File: src/rtl/aes_pkg.sv
// Shared AES types and constants for the AddRoundKey stage and its skid buffer.
package aes_pkg;

    localparam int AES_BLOCK_W   = 128;
    localparam int AES128_ROUNDS = 10;
    localparam int PARITY_W      = 16;

    typedef logic [127:0] aes_block_t;
    typedef logic [3:0]   aes_round_t;

    typedef enum logic [1:0] {
        ARK_EMPTY = 2'd0,
        ARK_ONE   = 2'd1,
        ARK_TWO   = 2'd2
    } ark_state_t;

    // Even parity per byte: bit i is the XOR of bits [8i+7:8i].
    function automatic logic [PARITY_W-1:0] byte_parity(input aes_block_t data);
        logic [PARITY_W-1:0] par;
        par = '0;
        for (int i = 0; i < PARITY_W; i++) begin
            par[i] = ^data[8*i +: 8];
        end
        return par;
    endfunction

endpackage

File: src/rtl/add_round_key_stage_if.sv
// Stream bundle for the AddRoundKey stage: upstream beat side and downstream
// result side. The slave modport is the stage; master is its environment.
// With ARK_PARITY_EN defined, the result side also carries per-byte parity.
interface add_round_key_stage_if #(
    parameter int ROUND_W = 4
);
    import aes_pkg::*;

    logic               in_valid;
    logic               in_ready;
    aes_block_t         mix_packet;
    aes_block_t         shift_packet;
    aes_block_t         round_key;
    logic               out_valid;
    logic               out_ready;
    aes_block_t         out_packet;
    logic [ROUND_W-1:0] out_round;
    logic               out_last;
`ifdef ARK_PARITY_EN
    logic [PARITY_W-1:0] out_parity;
`endif

    modport slave (
        input  in_valid, mix_packet, shift_packet, round_key, out_ready,
`ifdef ARK_PARITY_EN
        output out_parity,
`endif
        output in_ready, out_valid, out_packet, out_round, out_last
    );

    modport master (
        output in_valid, mix_packet, shift_packet, round_key, out_ready,
`ifdef ARK_PARITY_EN
        input  out_parity,
`endif
        input  in_ready, out_valid, out_packet, out_round, out_last
    );

endinterface

File: src/rtl/ark_skid_buffer.sv
// Two-entry register pair (output register + skid) with a valid/ready FSM.
// in_ready and out_valid are flops decoded from the next state, so there is
// no combinational path from out_ready to in_ready.
module ark_skid_buffer
    import aes_pkg::*;
#(
    parameter int W = 133
) (
    input  logic         clk,
    input  logic         n_rst,
    input  logic         clear,
    input  logic         in_valid,
    output logic         in_ready,
    input  logic [W-1:0] in_data,
    output logic         out_valid,
    input  logic         out_ready,
    output logic [W-1:0] out_data
);

    localparam logic [1:0] ST_EMPTY = ARK_EMPTY;
    localparam logic [1:0] ST_ONE   = ARK_ONE;
    localparam logic [1:0] ST_TWO   = ARK_TWO;

    logic [1:0]   state_r;
    logic [1:0]   state_s;
    logic         out_valid_r;
    logic         in_ready_r;
    logic [W-1:0] out_data_r;
    logic [W-1:0] skid_data_r;
    logic         accept_s;
    logic         emit_s;
    logic         load_out_in_s;
    logic         load_out_skid_s;
    logic         load_skid_s;

    assign accept_s  = in_valid & in_ready_r;
    assign emit_s    = out_valid_r & out_ready;
    assign in_ready  = in_ready_r;
    assign out_valid = out_valid_r;
    assign out_data  = out_data_r;

    // Next-state and entry-load decode; clear drops everything in flight.
    always_comb begin
        state_s         = state_r;
        load_out_in_s   = 1'b0;
        load_out_skid_s = 1'b0;
        load_skid_s     = 1'b0;
        if (clear) begin
            state_s = ST_EMPTY;
        end else begin
            case (state_r)
                ST_EMPTY: begin
                    if (accept_s) begin
                        state_s       = ST_ONE;
                        load_out_in_s = 1'b1;
                    end else begin
                        state_s = ST_EMPTY;
                    end
                end
                ST_ONE: begin
                    if (accept_s && emit_s) begin
                        state_s       = ST_ONE;
                        load_out_in_s = 1'b1;
                    end else if (accept_s) begin
                        state_s     = ST_TWO;
                        load_skid_s = 1'b1;
                    end else if (emit_s) begin
                        state_s = ST_EMPTY;
                    end else begin
                        state_s = ST_ONE;
                    end
                end
                ST_TWO: begin
                    if (emit_s) begin
                        state_s         = ST_ONE;
                        load_out_skid_s = 1'b1;
                    end else begin
                        state_s = ST_TWO;
                    end
                end
                default: begin
                    state_s = ST_EMPTY;
                end
            endcase
        end
    end

    // State and handshake flags, both decoded from the next state.
    always_ff @(posedge clk) begin
        if (!n_rst) begin
            state_r     <= ST_EMPTY;
            out_valid_r <= 1'b0;
            in_ready_r  <= 1'b1;
        end else begin
            state_r     <= state_s;
            out_valid_r <= (state_s != ST_EMPTY);
            in_ready_r  <= (state_s != ST_TWO);
        end
    end

    // Payload registers; contents are kept across clear, only flags drop.
    always_ff @(posedge clk) begin
        if (!n_rst) begin
            out_data_r  <= '0;
            skid_data_r <= '0;
        end else begin
            if (load_out_in_s) begin
                out_data_r <= in_data;
            end else if (load_out_skid_s) begin
                out_data_r <= skid_data_r;
            end
            if (load_skid_s) begin
                skid_data_r <= in_data;
            end
        end
    end

endmodule

File: src/rtl/add_round_key_stage.sv
// AES AddRoundKey stage: XORs the round state with the round key, selecting
// the ShiftRows state on the final round, tags each beat with its round index
// and registers it behind a 2-entry skid buffer.
// Optional feature macro: ARK_PARITY_EN adds 16-bit per-byte even parity.
module add_round_key_stage
    import aes_pkg::*;
#(
    parameter int NUM_ROUNDS = AES128_ROUNDS,
    parameter int ROUND_W    = 4
) (
    input  logic                  clk,
    input  logic                  n_rst,
    input  logic                  clear,
    add_round_key_stage_if.slave  bus
);

    localparam logic [ROUND_W-1:0] LAST_RND  = ROUND_W'(NUM_ROUNDS);
    localparam logic [ROUND_W-1:0] FIRST_RND = ROUND_W'(1);
`ifdef ARK_PARITY_EN
    localparam int PAY_W = AES_BLOCK_W + ROUND_W + 1 + PARITY_W;
`else
    localparam int PAY_W = AES_BLOCK_W + ROUND_W + 1;
`endif

    logic [ROUND_W-1:0] rnd_r;
    logic               last_rnd_s;
    logic               in_ready_s;
    logic               accept_s;
    aes_block_t         state_sel_s;
    aes_block_t         key_xor_s;
    logic [PAY_W-1:0]   in_pay_s;
    logic [PAY_W-1:0]   out_pay_s;

    assign last_rnd_s = (rnd_r == LAST_RND);
    assign accept_s   = bus.in_valid & in_ready_s;
    assign key_xor_s  = state_sel_s ^ bus.round_key;

    // Final round skips MixColumns, so take the ShiftRows state there.
    always_comb begin
        state_sel_s = bus.mix_packet;
        if (last_rnd_s) begin
            state_sel_s = bus.shift_packet;
        end else begin
            state_sel_s = bus.mix_packet;
        end
    end

    // Round counter: advances per accepted beat, wraps last round to round 1.
    always_ff @(posedge clk) begin
        if (!n_rst) begin
            rnd_r <= FIRST_RND;
        end else if (clear) begin
            rnd_r <= FIRST_RND;
        end else if (accept_s) begin
            if (last_rnd_s) begin
                rnd_r <= FIRST_RND;
            end else begin
                rnd_r <= rnd_r + FIRST_RND;
            end
        end
    end

`ifdef ARK_PARITY_EN
    assign in_pay_s = {byte_parity(key_xor_s), last_rnd_s, rnd_r, key_xor_s};
    assign bus.out_parity = out_pay_s[PAY_W-1 -: PARITY_W];
`else
    assign in_pay_s = {last_rnd_s, rnd_r, key_xor_s};
`endif

    assign bus.in_ready   = in_ready_s;
    assign bus.out_packet = out_pay_s[AES_BLOCK_W-1:0];
    assign bus.out_round  = out_pay_s[AES_BLOCK_W +: ROUND_W];
    assign bus.out_last   = out_pay_s[AES_BLOCK_W + ROUND_W];

    ark_skid_buffer #(
        .W (PAY_W)
    ) u_skid (
        .clk       (clk),
        .n_rst     (n_rst),
        .clear     (clear),
        .in_valid  (bus.in_valid),
        .in_ready  (in_ready_s),
        .in_data   (in_pay_s),
        .out_valid (bus.out_valid),
        .out_ready (bus.out_ready),
        .out_data  (out_pay_s)
    );

endmodule

File: src/flat_wrapper.sv
// flat-port wrapper written by rule: the top's interface ports become plain ports
module add_round_key_stage_flat import aes_pkg::*;
#(
    parameter int NUM_ROUNDS = AES128_ROUNDS,
    parameter int ROUND_W    = 4
)
  (clk, n_rst, clear, bus_in_valid, bus_mix_packet, bus_shift_packet, bus_round_key, bus_out_ready, bus_in_ready, bus_out_valid, bus_out_packet, bus_out_round, bus_out_last);
  add_round_key_stage_if #(.ROUND_W(ROUND_W)) bus_i ();
  input  logic clk;
  input  logic n_rst;
  input  logic clear;
  input wire logic [$bits(bus_i.in_valid)-1:0] bus_in_valid;
  input wire logic [$bits(bus_i.mix_packet)-1:0] bus_mix_packet;
  input wire logic [$bits(bus_i.shift_packet)-1:0] bus_shift_packet;
  input wire logic [$bits(bus_i.round_key)-1:0] bus_round_key;
  input wire logic [$bits(bus_i.out_ready)-1:0] bus_out_ready;
  output wire logic [$bits(bus_i.in_ready)-1:0] bus_in_ready;
  output wire logic [$bits(bus_i.out_valid)-1:0] bus_out_valid;
  output wire logic [$bits(bus_i.out_packet)-1:0] bus_out_packet;
  output wire logic [$bits(bus_i.out_round)-1:0] bus_out_round;
  output wire logic [$bits(bus_i.out_last)-1:0] bus_out_last;
  assign bus_i.in_valid = bus_in_valid;
  assign bus_i.mix_packet = bus_mix_packet;
  assign bus_i.shift_packet = bus_shift_packet;
  assign bus_i.round_key = bus_round_key;
  assign bus_i.out_ready = bus_out_ready;
  assign bus_in_ready = bus_i.in_ready;
  assign bus_out_valid = bus_i.out_valid;
  assign bus_out_packet = bus_i.out_packet;
  assign bus_out_round = bus_i.out_round;
  assign bus_out_last = bus_i.out_last;
  add_round_key_stage #(.NUM_ROUNDS(NUM_ROUNDS), .ROUND_W(ROUND_W)) u_core (.clk(clk), .n_rst(n_rst), .clear(clear), .bus(bus_i));
endmodule
File: config.mk
export PLATFORM = sky130hd
export DESIGN_NAME = add_round_key_stage_flat
export DESIGN_NICKNAME = d
export VERILOG_FILES = /design/src/rtl/aes_pkg.sv /design/src/rtl/add_round_key_stage_if.sv /design/src/rtl/ark_skid_buffer.sv /design/src/rtl/add_round_key_stage.sv /design/src/flat_wrapper.sv
export SDC_FILE = /design/constraint.sdc
export NUM_CORES = 1
export LEC_CHECK = 0
export ABC_AREA = 1
export CAP_MARGIN = 20
export CORE_AREA = 5 5 199 201
export DETAILED_ROUTE_END_ITERATION = 10
export DIE_AREA = 0 0 204 206
export GPL_ROUTABILITY_DRIVEN = 0
export PLACE_DENSITY = 0.81
export SLEW_MARGIN = 20
export SYNTH_ARGS = -nofsm -noshare
export SYNTH_HDL_FRONTEND = slang
export SYNTH_SLANG_ARGS = --single-unit
File: constraint.sdc
create_clock -name clk -period 4.7 [get_ports clk]
set_clock_uncertainty 0.15 [all_clocks]
set_input_delay 0.47 -clock clk [delete_from_list [all_inputs] [get_ports clk]]
set_output_delay 0.47 -clock clk [all_outputs]
set_load 0.03 [all_outputs]
* Yosys cells after proc, flatten, opt, wreduce, memory -nomap -nowiden
Cells that the tools add are included.
** Word-level totals
- Flip-flop bits (word level) :: 274
- Latch bits :: 0
- RAM bits :: 0
- Bits in read-only memories :: 0
- Bits of input ports :: 389
- Output and inout bits :: 135
- Logic and storage cells :: 41
- Memories kept :: 0
** Operators by class
- Add/subtract/negate cells :: 1
- Multiply operators :: 0
- Divide/modulo/power cells :: 0
- Order comparisons :: 0
- Equal/unequal tests :: 4
- Shift operators :: 0
- Mux-type cells :: 21
- Bitwise operators :: 4
- Reduce and logical (&&, ||, !) cells :: 5
** Operators by type and width (count)
- 2-to-1 mux 133 bit :: 2
- 2-to-1 mux 128 bit :: 1
- bitwise XOR 128 bit :: 1
- 2-to-1 mux 1 bit :: 11
- 2-to-1 mux 2 bit :: 4
- case mux 2 bit (3 select lines) :: 1
- adder 4 x 1 -> 4 bit (second input constant) :: 1
- == test 4 bit (second input constant) :: 1
- 2-to-1 mux 4 bit :: 1
- nonzero test 2 bit :: 2
- bitwise AND 1 bit :: 2
- == test 2 x 1 -> 1 bit (second input constant) :: 1
- == test 2 bit (second input constant) :: 1
- zero test 2 bit :: 1
- != test 2 bit (second input constant) :: 1
- case mux 1 bit (2 select lines) :: 1
- OR reduction 2 bit :: 1
- logical AND 1 bit :: 1
- inverter 1 bit :: 1

* Longest topological paths before layout
Gate-level depths: netlist of run 1.
- Depth after elaboration :: 7
- Depth in mapped cells :: 11
- Mapped depth without buffers :: 10

* By module
Synthesis of run 1 repeated with hierarchy kept, for this count alone.
** Second synthesis, totals
- Cell total of the unflattened synthesis :: 3151
- Area total of the unflattened synthesis :: 18198.7 um^2
** By module, submodules not included
- ark_skid_buffer :: instances 1, cells each 1880, area each 12119.1 um^2, seq. area each 5405.2 um^2
- add_round_key_stage :: instances 1, cells each 1271, area each 6079.6 um^2, seq. area each 80.1 um^2

* Least setup slack after synthesis of run 1
No wires, ideal clock.
- Path type :: register to register
- Start point :: register u_core.u_skid.in_ready_r, in the netlist u_core.u_skid.in_ready
- End point :: register u_core.u_skid.skid_data_r[111]
- Setup time :: 0.113 ns
- Arrival :: 1.682 ns
- Required time :: 4.437 ns
- Path slack :: 2.755 ns
- Cell stages (with the launch flop) :: 10
- Path buffers :: 2
- Period minus slack after synthesis :: 1.945 ns
- Cells stage by stage :: dfxtp_1 nand2_1 inv_1 nand3_1 nor2_4 inv_2 buf_2 buf_1 o21ai_1 inv_1
** On the way
- Cells in the longest elaborated chain, start to end :: 5
- Elaborated cells on any way between the ends :: 6
- Classes of those cells :: mux: 4; bitwise: 1; reduce/logical: 1
** RTL lines
- start, declared :: line ark_skid_buffer.sv:27 : logic in_ready_r;
- start signal, assigned :: line ark_skid_buffer.sv:97 : in_ready_r <= (state_s != ST_TWO);
- bitwise AND 1 bit * :: line ark_skid_buffer.sv:36 : assign accept_s = in_valid & in_ready_r;
- 2-to-1 mux 1 bit / logical AND 1 bit (equally long branches) :: line ark_skid_buffer.sv:64, ark_skid_buffer.sv:61
- 2-to-1 mux 1 bit * :: line ark_skid_buffer.sv:61 : if (accept_s && emit_s) begin
- 2-to-1 mux 1 bit * :: line ark_skid_buffer.sv:51 : case (state_r)
- 2-to-1 mux 1 bit * :: line ark_skid_buffer.sv:48 : if (clear) begin
- end signal, assigned :: line ark_skid_buffer.sv:113 : skid_data_r <= in_data;
- end, declared :: line ark_skid_buffer.sv:29 : logic [W-1:0] skid_data_r;
Every way passes the cells marked *; elsewhere a longest branch is shown, timed or not.
A chain may end at the register's enable or synchronous reset.

* Worst setup path in the final report of run 1
- Start point :: register u_core.rnd_r[0]
- End point :: register u_core.u_skid.skid_data_r[90]
** On the way
- Cells in the longest elaborated chain, start to end :: 3
** RTL lines
- start, declared :: line add_round_key_stage.sv:25 : logic [ROUND_W-1:0] rnd_r;
- start signal, assigned :: line add_round_key_stage.sv:58 : rnd_r <= rnd_r + FIRST_RND;
- == test 4 bit :: line add_round_key_stage.sv:34 : assign last_rnd_s = (rnd_r == LAST_RND);
- 2-to-1 mux 128 bit :: line add_round_key_stage.sv:41 : if (last_rnd_s) begin
- bitwise XOR 128 bit :: line add_round_key_stage.sv:36 : assign key_xor_s = state_sel_s ^ bus.round_key;
Every way passes these cells.

==> results of run 1 <==
## cell usage after synthesis, drive strengths merged
library cell	number
nand2	995
inv	519
nor2	325
nand3	278
dfxtp	274
o21ai	155
a21oi	137
nand3b	133
clkbuf	84
buf	78
nand4	33
nor3	1
o22ai	1
xor2	1
## flip-flops by register name (all words and copies together), names as in the netlist
name and cells:
u_core.u_skid.in_ready 1, u_core.rnd_r 4, u_core.u_skid.out_data 133, u_core.u_skid.skid_data_r 133, u_core.u_skid.state_r 2, u_core.u_skid.out_valid 1
## stage by stage
stage / setup slack (ns) / cells
finish: 1.76 / 3963
global route: 1.48 / 3962
CTS: 1.72 / 3961
detailed placement: 1.45 / 3905
global placement: 1.50 / 3905
floorplan: 2.76 / 3014
## cell type report
cell class | count | area, sq um
Antenna cell | 2 | 5.00
Multi-Input combinational cell | 2059 | 9100
Timing Repair Buffer | 542 | 5440
Tap cell | 511 | 639
Sequential cell | 274 | 5490
Clock inverter | 9 | 109
Fill cell | 3527 | 13800
Clock buffer | 47 | 865
Inverter | 519 | 1950
## cells in the final DEF, fill, tap and decap left out, types with 15 or more instances in the layout
cell,instances
nand2_1,994
clkdlybuf4s50_1,522
inv_1,511
nor2_1,321
nand3_1,276
dfxtp_1,274
a21oi_1,137
o21ai_0,135
nand3b_1,133
nand4_1,33
clkbuf_16,30
o21ai_1,20
buf_4,15
## worst max path at each step
stage | cells past startpoint | to | from | slack, ns
after floorplan | 9 | u_core.u_skid.skid_data_r[111] | u_core.u_skid.in_ready | 2.76
after global placement | 9 | u_core.u_skid.out_data[54] | clear | 1.50
after detailed placement | 9 | u_core.u_skid.out_data[54] | clear | 1.45
after CTS | 9 | u_core.u_skid.skid_data_r[90] | u_core.rnd_r[0] | 1.72
after global routing | 9 | u_core.u_skid.skid_data_r[90] | u_core.rnd_r[2] | 1.48
final | 9 | u_core.u_skid.skid_data_r[90] | u_core.rnd_r[0] | 1.76
## critical path, delay by kind of cell, from the launching register on
kind	cells	cell delay, ns
simple gates	5	0.75
compound gates	1	0.17
buf+inv	3	1.30
flops	1	0.43
## where the power goes
part,internal (mW),leakage [nW],switching (mW)
registers,2.44,2.23,0.0590
clock network,1.37,0.475,0.976
logic,0.654,9.58,0.724
total,4.46,12.3,1.76
## routing by layer
layer  share of wire  global-route usage  vias up
met5          0.0024                   0        -
met4           0.041              0.0983       20
met3           0.087              0.0772      136
met2            0.46               0.441      580
met1            0.41               0.309     8371
li1                -                   -    10100
## kinds of logic after synthesis
logic type                Yosys count  synth area share
xor gates and xnor gates            1          0.000510
DFF                               274             0.319
buffers and inverters             681             0.153
and+or+nand+nor                  1765             0.442
AOI/OAI and AO/OA                 293            0.0854
==> results_dict.tcl, run 1 <==
set metrics [dict create \
    status "completed" \
    die_y_microns 206 \
    fin_util 0.631 \
    finalNetCount 3815 \
    vdd_drop_max_mv 0.256 \
    hold_violations 0 \
    clk_pin_slew_ns 0.06 \
    rsz0062_at_grt "no" \
    hold_class "in2reg" \
    relSlewSlack 0.303 \
    holdBufCountCts 0 \
    cts_resized 0 \
    h-tree-depth 1 \
    start_kind "register" \
    p_total_mw 6.22 \
    worstSetupPathType "reg2reg" \
    cts-buffers-inserted 30 \
    clkSinkCount 274 \
    root_buffer "clkbuf_16" \
    areaGrowthSynthToFinish_pct 37.3 \
    antenna_found_initial 11 \
    vias 19200 \
    syn-num-nets 3403 \
    synth-seq-area-share 0.319 \
    worstPathRequired_ns 5.01 \
    fmaxAchievable_mhz 340 \
    synth_area_leaders "dfxtp_1, nand2_1, inv_1, nand3_1, nor2_1" \
    rows 71 \
    worstPathArrival_ns 3.26 \
    synth_warnings 0 \
    grt_pass1_vias 17700 \
    worst_pin_slew_ns 1.04 \
    postCtsSetupBuffers 0 \
    dieArea_sq_um 42000 \
    drv_cap 0 \
    leakage_nw 12.3 \
    avgRoutedWirePerCell_microns 14.5 \
    first_pass_iters 5 \
    finalMaxSlewViolations 0 \
    die_x_microns 204 \
    viasPerCell 4.84 \
    start_util 0.460 \
    synth_top_cell_area_share 0.319 \
    ys_ff_latch 274 \
    ant_nets 0 \
    r2r_slack_ns 1.76 \
    placed_area_sq_um 22600 \
    cts_tree "yes" \
    port_buffers 523 \
    syn_inst 3014 \
    drc 0 \
    synth_top_area_cell "dfxtp_1" \
    netlist_area_sq_um 17200 \
    tns_ns 0 \
    worstRegToRegCells 9 \
    drive_above_1_share 0.0229 \
    hp-start "n_rst" \
    clk_latency_ns 0.57 \
    coreArea_sq_um 37400 \
    hold_path_depth 3 \
    cts.path.max_buffers 3 \
    synth_cell_types 22 \
    grt-ovfl-total 0 \
    grtUsageTotal 0.259 \
    worst_hold_slack_ns 0.285 \
    crit_path_max_incr_delay_ns 0.64 \
    ioPinCount 524 \
    routed_wl_microns 57600 \
    r2r-end "u_core.u_skid.skid_data_r[90]" \
    syn_avg_cell_area_sq_um 5.70 \
    drt_iter0_drc 1255 \
    slowest_stage "buf_4" \
    power.density_nw_per_um2 264 \
    fin_crit_sh 0.626 \
    period_needed_ns 2.94 \
    grt_start_max_net_pins 181 \
    grt_pass1_wl_microns 89700 \
    final_cell_area_sq_um 23600 \
    path_cells "nor2_4, nand2_8, buf_4, buf_4, nand2_1, nand3b_1, nand2_1, o21ai_0, inv_1" \
    rr_startpoint "u_core.rnd_r[0]" \
    cp-end-kind "register" \
    hpwl_microns 40000 \
    min_to "u_core.u_skid.out_data[72]" \
    cp_max_fo 59 \
    setup_viol 0 \
]
No activity file was read; power rests on OpenSTA's default activity.
==> inputs of run 2 (changes only) <==
--- a/config.mk
+++ b/config.mk
@@ -7,9 +7,10 @@
 export LEC_CHECK = 0
 export ABC_AREA = 1
 export CAP_MARGIN = 20
-export CORE_AREA = 5 5 199 201
+export CORE_ASPECT_RATIO = 0.8
+export CORE_MARGIN = 5
+export CORE_UTILIZATION = 44
 export DETAILED_ROUTE_END_ITERATION = 10
-export DIE_AREA = 0 0 204 206
 export GPL_ROUTABILITY_DRIVEN = 0
 export PLACE_DENSITY = 0.81
 export SLEW_MARGIN = 20
==> constraint.sdc (replaced) <==
create_clock -name clk -period 2.4 [get_ports clk]
set_clock_uncertainty 0.15 [all_clocks]
set_input_delay 0.24 -clock clk [delete_from_list [all_inputs] [get_ports clk]]
set_output_delay 0.24 -clock clk [all_outputs]
set_load 0.03 [all_outputs]
==> results_dict.tcl, run 2 (synthesis gave the netlist of run 1 again) <==
set metrics [dict create \
    combPwrFrac 0.222 \
    root_buffer "clkbuf_16" \
    share_seq_of_total_power 0.391 \
    final_cell_area_sq_um 24100 \
    ioPinCount 524 \
    grt_use_met2 0.424 \
    mostFrequentLayoutCell "nand2_1" \
    clockPowerShare 0.388 \
    critPathTopFamily "buffers and inverters" \
    start_util 0.447 \
    worstPathRequired_ns 2.01 \
    pre_cts_ws_ns 0.207 \
    cts_tree "yes" \
    vias 19600 \
    grt_pass1_wl_microns 91700 \
    antenna_found_initial 7 \
    rows 64 \
    leakage_nw 12.6 \
    worst_pin_slew_ns 0.601 \
    postCtsSetupBuffers 0 \
    cts_resized 0 \
    start_kind "register" \
    grt-ovfl-total 0 \
    slowest_stage "clkdlybuf4s50_1" \
    cp_num_buf_inv 1 \
    power.share.switching 0.281 \
    cp_max_fo 2 \
    grtUsageTotal 0.253 \
    dieArea_sq_um 43100 \
    cp-end-kind "output port" \
    nFillCells 3534 \
    tns_ns 0 \
    power.density_nw_per_um2 518 \
    avgRoutedWirePerCell_microns 14.7 \
    vdd_drop_max_mv 0.437 \
    drive_above_1_share 0.0342 \
    grt_pass1_vias 17500 \
    clkSinkCount 274 \
    clk_pin_slew_ns 0.06 \
    drt_iter0_drc 1600 \
    die_x_microns 231 \
    p_int_mw 9.00 \
    drv_cap 0 \
    gr-max-usage-layer "met2" \
    cts.path.max_buffers 3 \
    crit_path_max_incr_delay_ns 0.74 \
    h-tree-depth 1 \
    worstPathArrival_ns 1.69 \
    worstSetupPathType "reg2out" \
    fin_crit_sh 0.869 \
    relSlewSlack 0.599 \
    routed_wl_microns 58500 \
    viasPerCell 4.92 \
    port_buffers 523 \
    areaGrowthSynthToFinish_pct 40.5 \
    setup_viol 0 \
    grt_start_max_net_pins 108 \
    rsz0062_at_grt "no" \
    p_switching_mw 3.52 \
    final_cell_mix "nand2_1, clkdlybuf4s50_1, inv_1, nor2_1, nand3_1" \
    die_y_microns 187 \
    status "completed" \
    cts-buffers-inserted 30 \
    ant_nets 0 \
    use_met1 0.333 \
    multi_input_comb_area_sq_um 9100 \
    period_needed_ns 2.08 \
    stdcell_count 3983 \
    clk_latency_ns 0.57 \
    drc 0 \
    coreArea_sq_um 38400 \
    finalMaxSlewViolations 0 \
    regArea_sq_um 5490 \
    path_cells "clkdlybuf4s50_1" \
    grt_use_met3 0.0603 \
    hold_class "in2reg" \
    finalNetCount 3851 \
    placed_area_sq_um 23100 \
    hold_violations 0 \
    first_pass_iters 6 \
    fmaxAchievable_mhz 480 \
    hpwl_microns 42700 \
    layout_setup_ws_ns 0.315 \
    dp_cells 3924 \
]
[run 2: metrics by stage]
stage	hold slack, ns	util	total power, mW
after floorplan	0.281	-	6.38
after global placement	0.306	0.601	7.70
after detailed placement	0.308	0.601	7.74
after CTS	0.182	0.628	12.6
after global routing	0.223	0.628	13.1
final	0.216	0.628	12.5
[run 2: power groups by stage]
stage / logic (mW) / clock network (mW) / registers (mW)
final: 2.77 / 4.85 / 4.89
after global routing: 3.04 / 5.13 / 4.91
after CTS: 2.78 / 4.95 / 4.89
after detailed placement: 2.76 / 0 / 4.98
after global placement: 2.72 / 0 / 4.98
after floorplan: 1.09 / 0 / 5.29
[run 2: worst paths after layout]
| kind | from | endpoint | slack (ns) | cells after the start |
|---|---|---|---|---|
| worst min register to register | u_core.u_skid.out_data[131] | u_core.u_skid.out_data[131] | 0.31 | 2 |
| worst max-delay path | u_core.u_skid.out_data[111] | bus_out_packet[111] | 0.32 | 1 |
| worst max register to register | u_core.rnd_r[1] | u_core.u_skid.skid_data_r[100] | 0.38 | 11 |
| worst min-delay path | bus_round_key[15] | u_core.u_skid.out_data[15] | 0.22 | 5 |
[run 2: area by class of cell]
cell class                      count  share of cell area
Timing Repair Buffer              578               0.246
Tap cell                          495              0.0257
Sequential cell                   274               0.227
Clock buffer                       44              0.0370
Antenna cell                        4            0.000415
Clock inverter                     10             0.00622
Multi-Input combinational cell   2059               0.377
Inverter                          519              0.0809
[run 2: repair_timing]
action / in CTS / in global routing
endpoints found under the setup margin: 0 / 0
hold endpoints to repair: 25 / 0
hold buffers: 1 / 0
[run 2: per-layer routing]
layer  part of all wire  wire length [microns]
met1               0.43                  25100
met2               0.47                  27200
met3              0.082                   4790
met4              0.023                   1350
met5            0.00058                     34
[run 2: worst register-to-register path, cell delays in order, from the launching register on]
cell      delay (ns)
dfxtp_1         0.40
inv_2           0.08
nor2_4          0.18
buf_12          0.30
buf_12          0.27
nand3b_1        0.16
nand2_1         0.10
nand2_1         0.05
nand2_1         0.09
nand2_1         0.06
nand2_1         0.06
inv_1           0.03
